`src/rtl/light_command_sequencer_pkg.sv`:
```
// Select codes and FSM encodings shared with the exterior/interior light blocks.
package light_command_sequencer_pkg;

  localparam logic [1:0] SEL_EXT_OFF   = 2'd0;
  localparam logic [1:0] SEL_EXT_RIGHT = 2'd1;
  localparam logic [1:0] SEL_EXT_LEFT  = 2'd2;
  localparam logic [1:0] SEL_EXT_BRK   = 2'd3;

  localparam logic [1:0] SEL_INT_ON    = 2'd0;
  localparam logic [1:0] SEL_INT_DOOR  = 2'd1;
  localparam logic [1:0] SEL_INT_OFF   = 2'd2;

  // State encodings equal the select codes so outputs come straight off the state flops.
  typedef enum logic [1:0] {
    EXT_OFF   = SEL_EXT_OFF,
    EXT_RIGHT = SEL_EXT_RIGHT,
    EXT_LEFT  = SEL_EXT_LEFT,
    EXT_HAZ   = SEL_EXT_BRK
  } ext_state_e;

  typedef enum logic [1:0] {
    INT_HOLD = SEL_INT_ON,
    INT_DOOR = SEL_INT_DOOR
  } int_state_e;

endpackage

```
`src/rtl/light_command_sequencer_blink_timer.sv`:
```
// Indicator blink generator: starts high on restart, toggles every BLINK_HALF cycles.
module light_command_sequencer_blink_timer #(
  parameter int BLINK_HALF = 4
) (
  input  logic clk,
  input  logic rst,
  input  logic restart,
  input  logic enable,
  output logic blink,
  output logic fall_pulse
);

  localparam int PW = $clog2(BLINK_HALF) + 1;
  localparam logic [PW-1:0] PHASE_LAST = PW'(BLINK_HALF - 1);

  logic [PW-1:0] phase_q, phase_d;
  logic          blink_q, blink_d;

  // Taken from registered state only so the FSM can use it without a comb loop.
  assign fall_pulse = blink_q && (phase_q == PHASE_LAST);
  assign blink      = blink_q;

  always_comb begin
    phase_d = phase_q;
    blink_d = blink_q;
    if (!enable) begin
      phase_d = '0;
      blink_d = 1'b0;
    end else if (restart) begin
      phase_d = '0;
      blink_d = 1'b1;
    end else if (phase_q == PHASE_LAST) begin
      phase_d = '0;
      blink_d = ~blink_q;
    end else begin
      phase_d = phase_q + PW'(1);
    end
  end

  always_ff @(posedge clk) begin
    if (rst) begin
      phase_q <= '0;
      blink_q <= 1'b0;
    end else begin
      phase_q <= phase_d;
      blink_q <= blink_d;
    end
  end

endmodule

```
`src/rtl/light_command_sequencer.sv`:
```
// Turns stalk/hazard pulses, door and key switches into light select codes and the blink clock.
module light_command_sequencer
  import light_command_sequencer_pkg::*;
#(
  parameter int BLINK_HALF   = 4,
  parameter int TURN_FLASHES = 8,
  parameter int COURTESY     = 32
) (
  input  logic       clk,
  input  logic       rst,
  input  logic       btn_left,
  input  logic       btn_right,
  input  logic       btn_hazard,
  input  logic [3:0] door,
  input  logic       key,
  output logic [1:0] select_ext,
  output logic       blink,
  output logic [1:0] select_int
);

  localparam int FW = $clog2(TURN_FLASHES) + 1;
  localparam int HW = $clog2(COURTESY) + 1;

  ext_state_e    ext_q, ext_d;
  int_state_e    int_q, int_d;
  logic [FW-1:0] flash_q, flash_d;
  logic [HW-1:0] hold_q, hold_d;
  logic [3:0]    door_prev_q, door_prev_d;

  logic fall_pulse, restart, enable, turn_active, timeout;

  assign turn_active = (ext_q == EXT_LEFT) || (ext_q == EXT_RIGHT);
  // >= keeps the cancel armed if a both-stalks cycle swallowed the exact falling edge.
  assign timeout     = turn_active && fall_pulse && (flash_q >= FW'(TURN_FLASHES - 1));

  always_comb begin
    ext_d = ext_q;
    if (btn_hazard) begin
      if (ext_q == EXT_HAZ) ext_d = EXT_OFF;
      else                  ext_d = EXT_HAZ;
    end else if (btn_left && btn_right) begin
      ext_d = ext_q;
    end else if (btn_left) begin
      if (ext_q == EXT_LEFT)     ext_d = EXT_OFF;
      else if (ext_q != EXT_HAZ) ext_d = EXT_LEFT;
    end else if (btn_right) begin
      if (ext_q == EXT_RIGHT)    ext_d = EXT_OFF;
      else if (ext_q != EXT_HAZ) ext_d = EXT_RIGHT;
    end else if (timeout) begin
      ext_d = EXT_OFF;
    end
  end

  assign enable  = (ext_d != EXT_OFF);
  assign restart = (ext_d != ext_q) && enable;

  always_comb begin
    flash_d = flash_q;
    if (ext_d != ext_q)
      flash_d = '0;
    else if (turn_active && fall_pulse && (flash_q < FW'(TURN_FLASHES)))
      flash_d = flash_q + FW'(1);
  end

  always_comb begin
    door_prev_d = door;
    int_d       = int_q;
    hold_d      = hold_q;
    case (int_q)
      INT_DOOR: begin
        if ((door_prev_q != 4'd0) && (door == 4'd0) && !key) begin
          int_d  = INT_HOLD;
          hold_d = HW'(COURTESY);
        end
      end
      INT_HOLD: begin
        if ((door != 4'd0) || key || (hold_q == HW'(1))) begin
          int_d  = INT_DOOR;
          hold_d = '0;
        end else begin
          hold_d = hold_q - HW'(1);
        end
      end
      default: begin
        int_d  = INT_DOOR;
        hold_d = '0;
      end
    endcase
  end

  always_ff @(posedge clk) begin
    if (rst) begin
      ext_q       <= EXT_OFF;
      flash_q     <= '0;
      int_q       <= INT_DOOR;
      hold_q      <= '0;
      door_prev_q <= 4'd0;
    end else begin
      ext_q       <= ext_d;
      flash_q     <= flash_d;
      int_q       <= int_d;
      hold_q      <= hold_d;
      door_prev_q <= door_prev_d;
    end
  end

  light_command_sequencer_blink_timer #(
    .BLINK_HALF (BLINK_HALF)
  ) u_blink (
    .clk        (clk),
    .rst        (rst),
    .restart    (restart),
    .enable     (enable),
    .blink      (blink),
    .fall_pulse (fall_pulse)
  );

  assign select_ext = ext_q;
  assign select_int = int_q;

endmodule

```
`config.mk`:
```
export PLATFORM = sky130hd
export DESIGN_NAME = light_command_sequencer
export DESIGN_NICKNAME = d
export VERILOG_FILES = /design/src/rtl/light_command_sequencer_pkg.sv /design/src/rtl/light_command_sequencer_blink_timer.sv /design/src/rtl/light_command_sequencer.sv
export SDC_FILE = /design/constraint.sdc
export NUM_CORES = 1
export LEC_CHECK = 0
export CAP_MARGIN = 20
export CORE_MARGIN = 5
export CORE_UTILIZATION = 48
export CTS_CLUSTER_SIZE = 10
export DETAILED_ROUTE_END_ITERATION = 8
export GPL_ROUTABILITY_DRIVEN = 1
export PLACE_DENSITY = 0.73
export SETUP_SLACK_MARGIN = 0.02
export SLEW_MARGIN = 20
export SYNTH_ARGS = -nofsm -noshare
export SYNTH_HDL_FRONTEND = slang
export SYNTH_SLANG_ARGS = --single-unit
```
`constraint.sdc`:
```
create_clock -name clk -period 2.5 [get_ports clk]
set_clock_uncertainty 0.05 [all_clocks]
set_input_delay 0.5 -clock clk [delete_from_list [all_inputs] [get_ports clk]]
set_output_delay 0.5 -clock clk [all_outputs]
set_load 0.02 [all_outputs]
```
# ---- Yosys cells after proc, flatten, opt, wreduce, memory -nomap -nowiden
# Cells that the tools add are included.
dict set report totals {
  reg_bits 22
  in_bits 10
  output_inout_bits 5
  word_cells 64
}
dict set report op_classes {
  n_addsub 3
  order_cmp 2
  n_eq_ne 10
  mux 18
  n_bitwise 2
  n_reduce_logical 22
}
# cell n
set ops {}
lappend ops {{$mux W2} 12}
lappend ops {{$mux W6} 2}
lappend ops {{$pmux W6 S2} 1}
lappend ops {{$logic_and A1 B1 Y1} 8}
lappend ops {{$reduce_bool A4 Y1} 2}
lappend ops {{$eq A6 B1 Y1 const B} 1}
lappend ops {{$ne A2 B2 Y1 const B} 3}
lappend ops {{$sub A6 B1 Y6 const B} 1}
lappend ops {{$add A4 B1 Y4 const B} 1}
lappend ops {{$eq A2 B1 Y1 const B} 2}
lappend ops {{$eq A2 B2 Y1 const B} 2}
lappend ops {{$ge A4 B3 Y1 const B} 1}
lappend ops {{$logic_not A4 Y1} 1}
lappend ops {{$lt A4 B4 Y1 const B} 1}
lappend ops {{$pmux W2 S2} 1}
lappend ops {{$reduce_bool A2 Y1} 2}
lappend ops {{$reduce_or A2 Y1} 2}
lappend ops {{$reduce_or A4 Y1} 1}
lappend ops {{$add A3 B1 Y3 const B} 1}
lappend ops {{$eq A3 B2 Y1 const B} 1}
lappend ops {{$logic_or A1 B1 Y1} 3}
lappend ops {{$logic_not A2 Y1} 1}
lappend ops {{$mux W1} 2}
lappend ops {{$ne A2 B2 Y1} 1}
lappend ops {{other kinds (3)} 4}

# ---- Longest topological paths before layout
dict set report logic_depth {
  depth_word 12
  depth_mapped 8
  mapped_depth_nobuf 7
}

# ---- Hierarchy
# A second synthesis with hierarchy kept.
dict set report unflattened {
  cells_unflattened 143
  area_unflattened_um2 1262.5
}
# module instances cells_per_inst area_each_um2 seq_area_each_um2
set modules_own_cells {}
lappend modules_own_cells {light_command_sequencer 1 127 1094.8 340.3}
lappend modules_own_cells {light_command_sequencer_blink_timer 1 16 167.7 80.1}

# ---- Least setup slack after synthesis
# No wires, ideal clock.
dict set report synth_timing {
  path_kind {register -> register}
  from {register ext_q[0], in the netlist select_ext[0]}
  to {register u_blink.phase_q[1]}
  setup_ns 0.130
  arrival_time_ns 2.447
  required_ns 2.320
  slack_ns -0.127
  path_stages_with_launch 9
  path_buffers 1
  period_less_slack_ns 2.627
  cell_sequence {dfxtp_1 -> clkbuf_1 -> inv_1 -> ha_1 -> nand3b_2 -> or2_1 -> or4_4 -> a32oi_4 -> nor4_1}
}
dict set report synth_via {
  elab_chain_cells 12
  word_cells_on_any_way 22
  classes_between {5 x eq/ne; 10 x mux; 1 x bitwise; 6 x reduce/logical}
}
# item line
set synth_lines {}
lappend synth_lines {{start: declaration} light_command_sequencer.sv:24} ;# ext_state_e ext_q, ext_d;
lappend synth_lines {{start signal: assignment} light_command_sequencer.sv:99} ;# ext_q <= ext_d;
lappend synth_lines {{$eq A2 B2 Y1 / $eq A2 B1 Y1 (equally long branches)} {light_command_sequencer.sv:32, light_command_sequencer.sv:44, light_command_sequencer.sv:47}}
lappend synth_lines {{$logic_or A1 B1 Y1} light_command_sequencer.sv:32} ;# assign turn_active = (ext_q == EXT_LEFT) || (ext_q == EXT_RIGHT);
lappend synth_lines {{$logic_and A1 B1 Y1 (2 in series)} light_command_sequencer.sv:34} ;# assign timeout = turn_active && fall_pulse && (flash_q >= FW'(TURN_FLASHES - 1));
lappend synth_lines {{$mux W2} light_command_sequencer.sv:49} ;# end else if (timeout) begin
lappend synth_lines {{$mux W2} light_command_sequencer.sv:46} ;# end else if (btn_right) begin
lappend synth_lines {{$mux W2} light_command_sequencer.sv:43} ;# end else if (btn_left) begin
lappend synth_lines {{$mux W2} light_command_sequencer.sv:41} ;# end else if (btn_left && btn_right) begin
lappend synth_lines {{$mux W2} light_command_sequencer.sv:38} ;# if (btn_hazard) begin
lappend synth_lines {{$ne A2 B2 Y1 / $reduce_bool A2 Y1 (equally long branches)} {light_command_sequencer.sv:55, light_command_sequencer.sv:54}}
lappend synth_lines {{$logic_and A1 B1 Y1 / $not A1 Y1 (equally long branches)} -}
lappend synth_lines {{$reduce_or A4 Y1 (no source line) (*)} -}
lappend synth_lines {{end signal: assignment} light_command_sequencer_blink_timer.sv:45} ;# phase_q <= phase_d;
lappend synth_lines {{end: declaration} light_command_sequencer_blink_timer.sv:16} ;# logic [PW-1:0] phase_q, phase_d;
# Mark *: on every way between the ends. The rest lies on a longest branch, timed or not.
# A chain may end at the register's enable or synchronous reset.

# ---- Worst setup path in the final report
dict set report layout_timing {
  from {register u_blink.phase_q[0]}
  to {register u_blink.phase_q[1]}
}
dict set report layout_via {
  elab_chain_cells 12
  word_cells_on_any_way 15
  classes_between {1 x add/sub; 2 x eq/ne; 5 x mux; 1 x bitwise; 6 x reduce/logical}
}
# item line
set layout_lines {}
lappend layout_lines {{$eq A3 B2 Y1} {light_command_sequencer_blink_timer.sv:20, light_command_sequencer_blink_timer.sv:32}}
lappend layout_lines {{$logic_and A1 B1 Y1} light_command_sequencer_blink_timer.sv:20} ;# assign fall_pulse = blink_q && (phase_q == PHASE_LAST);
lappend layout_lines {{$logic_and A1 B1 Y1 (2 in series)} light_command_sequencer.sv:34}
lappend layout_lines {{$mux W2} light_command_sequencer.sv:49}
lappend layout_lines {{$mux W2} light_command_sequencer.sv:46}
lappend layout_lines {{$mux W2} light_command_sequencer.sv:43}
lappend layout_lines {{$mux W2} light_command_sequencer.sv:41}
lappend layout_lines {{$mux W2} light_command_sequencer.sv:38}
lappend layout_lines {{$ne A2 B2 Y1 / $reduce_bool A2 Y1 (equally long branches)} {light_command_sequencer.sv:55, light_command_sequencer.sv:54}}
lappend layout_lines {{$logic_and A1 B1 Y1 / $not A1 Y1 (equally long branches)} -}
lappend layout_lines {{$reduce_or A4 Y1 (no source line)} -}
# Parallel ways exist; a longest one is shown, timed or not.

==> out/metrics.yaml <==
setup_path:
  timing.rr.end: "u_blink.phase_q[1]$_SDFF_PP0_"
  startpoint_type: "flop"
  slowest_stage: "or4_4"
  rr_startpoint: "u_blink.phase_q[0]$_SDFF_PP0_"
  worstSetupPathType: "flop to flop"
  crit_fanout: 8
  end_kind: "flop"
  crit_top_cell: "ha_1"
  cp.required_ps: 2640
  worstPathCellList: "ha_1 -> ha_1 -> nand3b_2 -> or2_1 -> or4_4 -> a32oi_4 -> nor4_1"
  rr_worst_depth: 7
  cp.arrival_ps: 2450
  critPathMaxStageDelay_ps: 500
  r2r_slack_ps: 190
finish:
  area.growth.synth_to_final_pct: 17.4
  n_fill_cell: 204
  final_net_count: 169
  drive_above_1_share_pct: 10.0
  n_antenna_cell: 0
timing:
  max_freq_mhz: 433
  setup_viol: 0
  drv_slew: 0
  finalSetupTns_ps: 0
  finalHoldViolCount: 0
  fin_crit_ps: 2310
  post-route-period-util_pct: 92.4
  rsz0062_at_grt: "false"
clocking:
  clock_latency_ps: 300
  clock_tree.root_cell: "clkbuf_4"
  numCtsBuffers: 3
  clk_pin_slew_ps: 110
  post_cts_buffers: 0
  cts_sinks: 21
  cts.path.max_buffers: 2
  cts_tree: "done"
  cts_resized: 0
  cts_hold_buf: 0
  cts_htree_levels: 1
job:
  cap_viol_max_count: 0
floorplan:
  die_x_um: 59.4
  dieArea_sq_um: 3530
  rows: 17
  core_sq_um: 2280
  ios: 15
  die_h_um: 59.4
  start_util_pct: 51.5
logic_synthesis:
  synth_top_family_by_area: "simple AND/OR/NAND/NOR gates"
  synth.area.mux_share_pct: 2.78
  yosys.area_share.adder_pct: 8.55
  async_flop_share_pct: 0
  synth-compound-area-share_pct: 17.1
  synth-simple-area-share_pct: 27.6
  synth_edf_count: 0
  synth_xor_xnor_area_share_pct: 2.99
  synth.net_count: 152
  ys.flop_type: "dfxtp_1"
  syn_inst: 134
  ys_warn_count: 0
  ys_seq_area_share_pct: 35.9
  yosysUniqueCellTypes: 38
  ys_ff_latch: 21
  syn-cell-area_sq_um: 1170
  syn_area_per_cell_sq_um: 8.74
placed_design:
  gp_congestion: 0.868
  port_buffers: 13
  dp_hpwl_um: 1760
grt:
  grt_pass1_wl_um: 4010
  grt_antenna_before_repair: 0
  gr-usage-all-layers_pct: 14.5
  grt_overflow: 0
  grt_pass1_vias: 915
  grt_start_max_net_pins: 17
hold_path:
  min_path_type: "flop to flop"
  hold_path_end: "u_blink.phase_q[0]$_SDFF_PP0_"
  whs_path_depth: 2
  hold_start: "u_blink.phase_q[0]$_SDFF_PP0_"
power:
  ir_drop_v: 0.000357
  p_leak_nw: 0.564
  p_per_area_nw_per_um2: 473
  finalPower_mw: 0.650
routing:
  drt-initial-drc-count: 25
  first_pass_iters: 4
  vias: 984
  wl_per_cell_um: 12.9
  ant_nets: 0
  routed_wl_um: 2290
  route.detailed.drc: 0
  avgViaCountPerCell: 5.53
outcome:
  status: "finished, final reports clean"
## cell type report
class                      count  area [sq um]  share of cell area (%)
multi-input combinational     99           694                    50.5
clock buffer                   4          26.3                    1.91
timing repair buffer          18           168                    12.2
inverter                       8          30.0                    2.18
tap                           28          35.0                    2.55
sequential                    21           422                    30.7
## critical path: cells and delay by family, from the launching register on
kind | cells | cell delay, ps
AO/OA/AOI/OAI | 1 | 350
AND/OR/NAND/NOR | 4 | 1040
flip-flops | 1 | 350
adder cells (fa/ha/maj) | 2 | 400
## worst max-delay path by stage
stage                                       start                             to  slack (ps)  cells past startpoint
floorplan                select_ext[0]$_SDFF_PP0_  u_blink.phase_q[1]$_SDFF_PP0_          50                      8
global placement                        btn_right  u_blink.phase_q[1]$_SDFF_PP0_         150                      6
detailed placement                      btn_right  u_blink.phase_q[1]$_SDFF_PP0_          30                      6
CTS                      select_ext[0]$_SDFF_PP0_  u_blink.phase_q[1]$_SDFF_PP0_         190                      7
global route        u_blink.phase_q[0]$_SDFF_PP0_  u_blink.phase_q[1]$_SDFF_PP0_          70                      7
finish              u_blink.phase_q[0]$_SDFF_PP0_  u_blink.phase_q[1]$_SDFF_PP0_         190                      7
## per-stage QoR
| step | std cells | util [%] | setup WS, ps | instance area, sq um | hold slack, ps |
|---|---|---|---|---|---|
| 6_report | 178 | 60.4 | 190 | 1380 | 471 |
| 5_1_grt | 178 | 60.4 | 71.3 | 1380 | 514 |
| 3_3_place_gp | 174 | 59.3 | 154 | 1350 | 444 |
| 4_1_cts | 178 | 60.4 | 189 | 1380 | 476 |
| 3_5_place_dp | 174 | 59.3 | 25.8 | 1350 | 452 |
| 2_1_floorplan | 134 | - | 50.4 | 1170 | 429 |
## registers in the layout, indices dropped and copies added (netlist names)
name,cells
hold_q,6
door_prev_q,4
flash_q,4
u_blink.phase_q,3
select_ext,2
select_int,1
u_blink.blink,1
## cells by family after synthesis
logic type               count (synthesis)
AO/OA/AOI/OAI                           24
XOR/XNOR                                 4
adder cells (fa/ha/maj)                  8
buffers and inverters                   14
flip-flops                              21
multiplexers                             3
other                                    1
AND/OR/NAND/NOR                         59
## synthesized netlist by cell type, drive strengths merged (2+ instances only)
| cell | instances | share of area (%) |
|---|---|---|
| nand3 | 4 | 1.7 |
| inv | 8 | 2.6 |
| or3 | 4 | 2.1 |
| nand2b | 3 | 1.6 |
| o22a | 2 | 1.5 |
| nand2 | 7 | 2.2 |
| o22ai | 3 | 1.6 |
| ha | 8 | 8.5 |
| a311oi | 2 | 1.5 |
| nor4b | 2 | 1.5 |
| and3b | 2 | 1.5 |
| dfxtp | 21 | 36 |
| xor2 | 3 | 2.2 |
| clkbuf | 5 | 1.6 |
| mux2 | 2 | 1.9 |
| nor3 | 7 | 3.0 |
| o21ai | 2 | 0.85 |
| a21o | 2 | 1.3 |
| a21oi | 4 | 1.7 |
| nor2 | 15 | 4.8 |
| nor2b | 6 | 3.2 |
| or4 | 3 | 2.2 |
| nor4 | 3 | 1.6 |
| a22o | 3 | 2.2 |
## where the power goes
group	internal (mW)	switching, mW	leakage [nW]
clock	0.0622	0.0991	0.0150
sequential	0.347	0.00724	0.172
combinational	0.0645	0.0698	0.377
## metal layers
layer	share of wire, %	vias up	track usage (%)
met1	50	457	19.4
met4	0.66	0	2.91
met3	4.2	2	3.92
met5	0	-	0
li1	-	513	-
met2	45	12	23.2
## placed cells by master (no fill, tap or decap), types with 4 or more instances in the layout
| cell | Yosys | final |
|---|---|---|
| clkdlybuf4s50_1 | 0 | 13 |
| nand3_1 | 4 | 4 |
| inv_1 | 8 | 8 |
| ha_1 | 8 | 8 |
| or3_1 | 4 | 4 |
| buf_4 | 1 | 5 |
| nor2_1 | 15 | 15 |
| dfxtp_1 | 21 | 20 |
| nand2_1 | 7 | 7 |
| nor3_1 | 7 | 7 |
| a21oi_1 | 4 | 4 |
| nor2b_1 | 6 | 6 |
(Power assumes the default switching activity.)
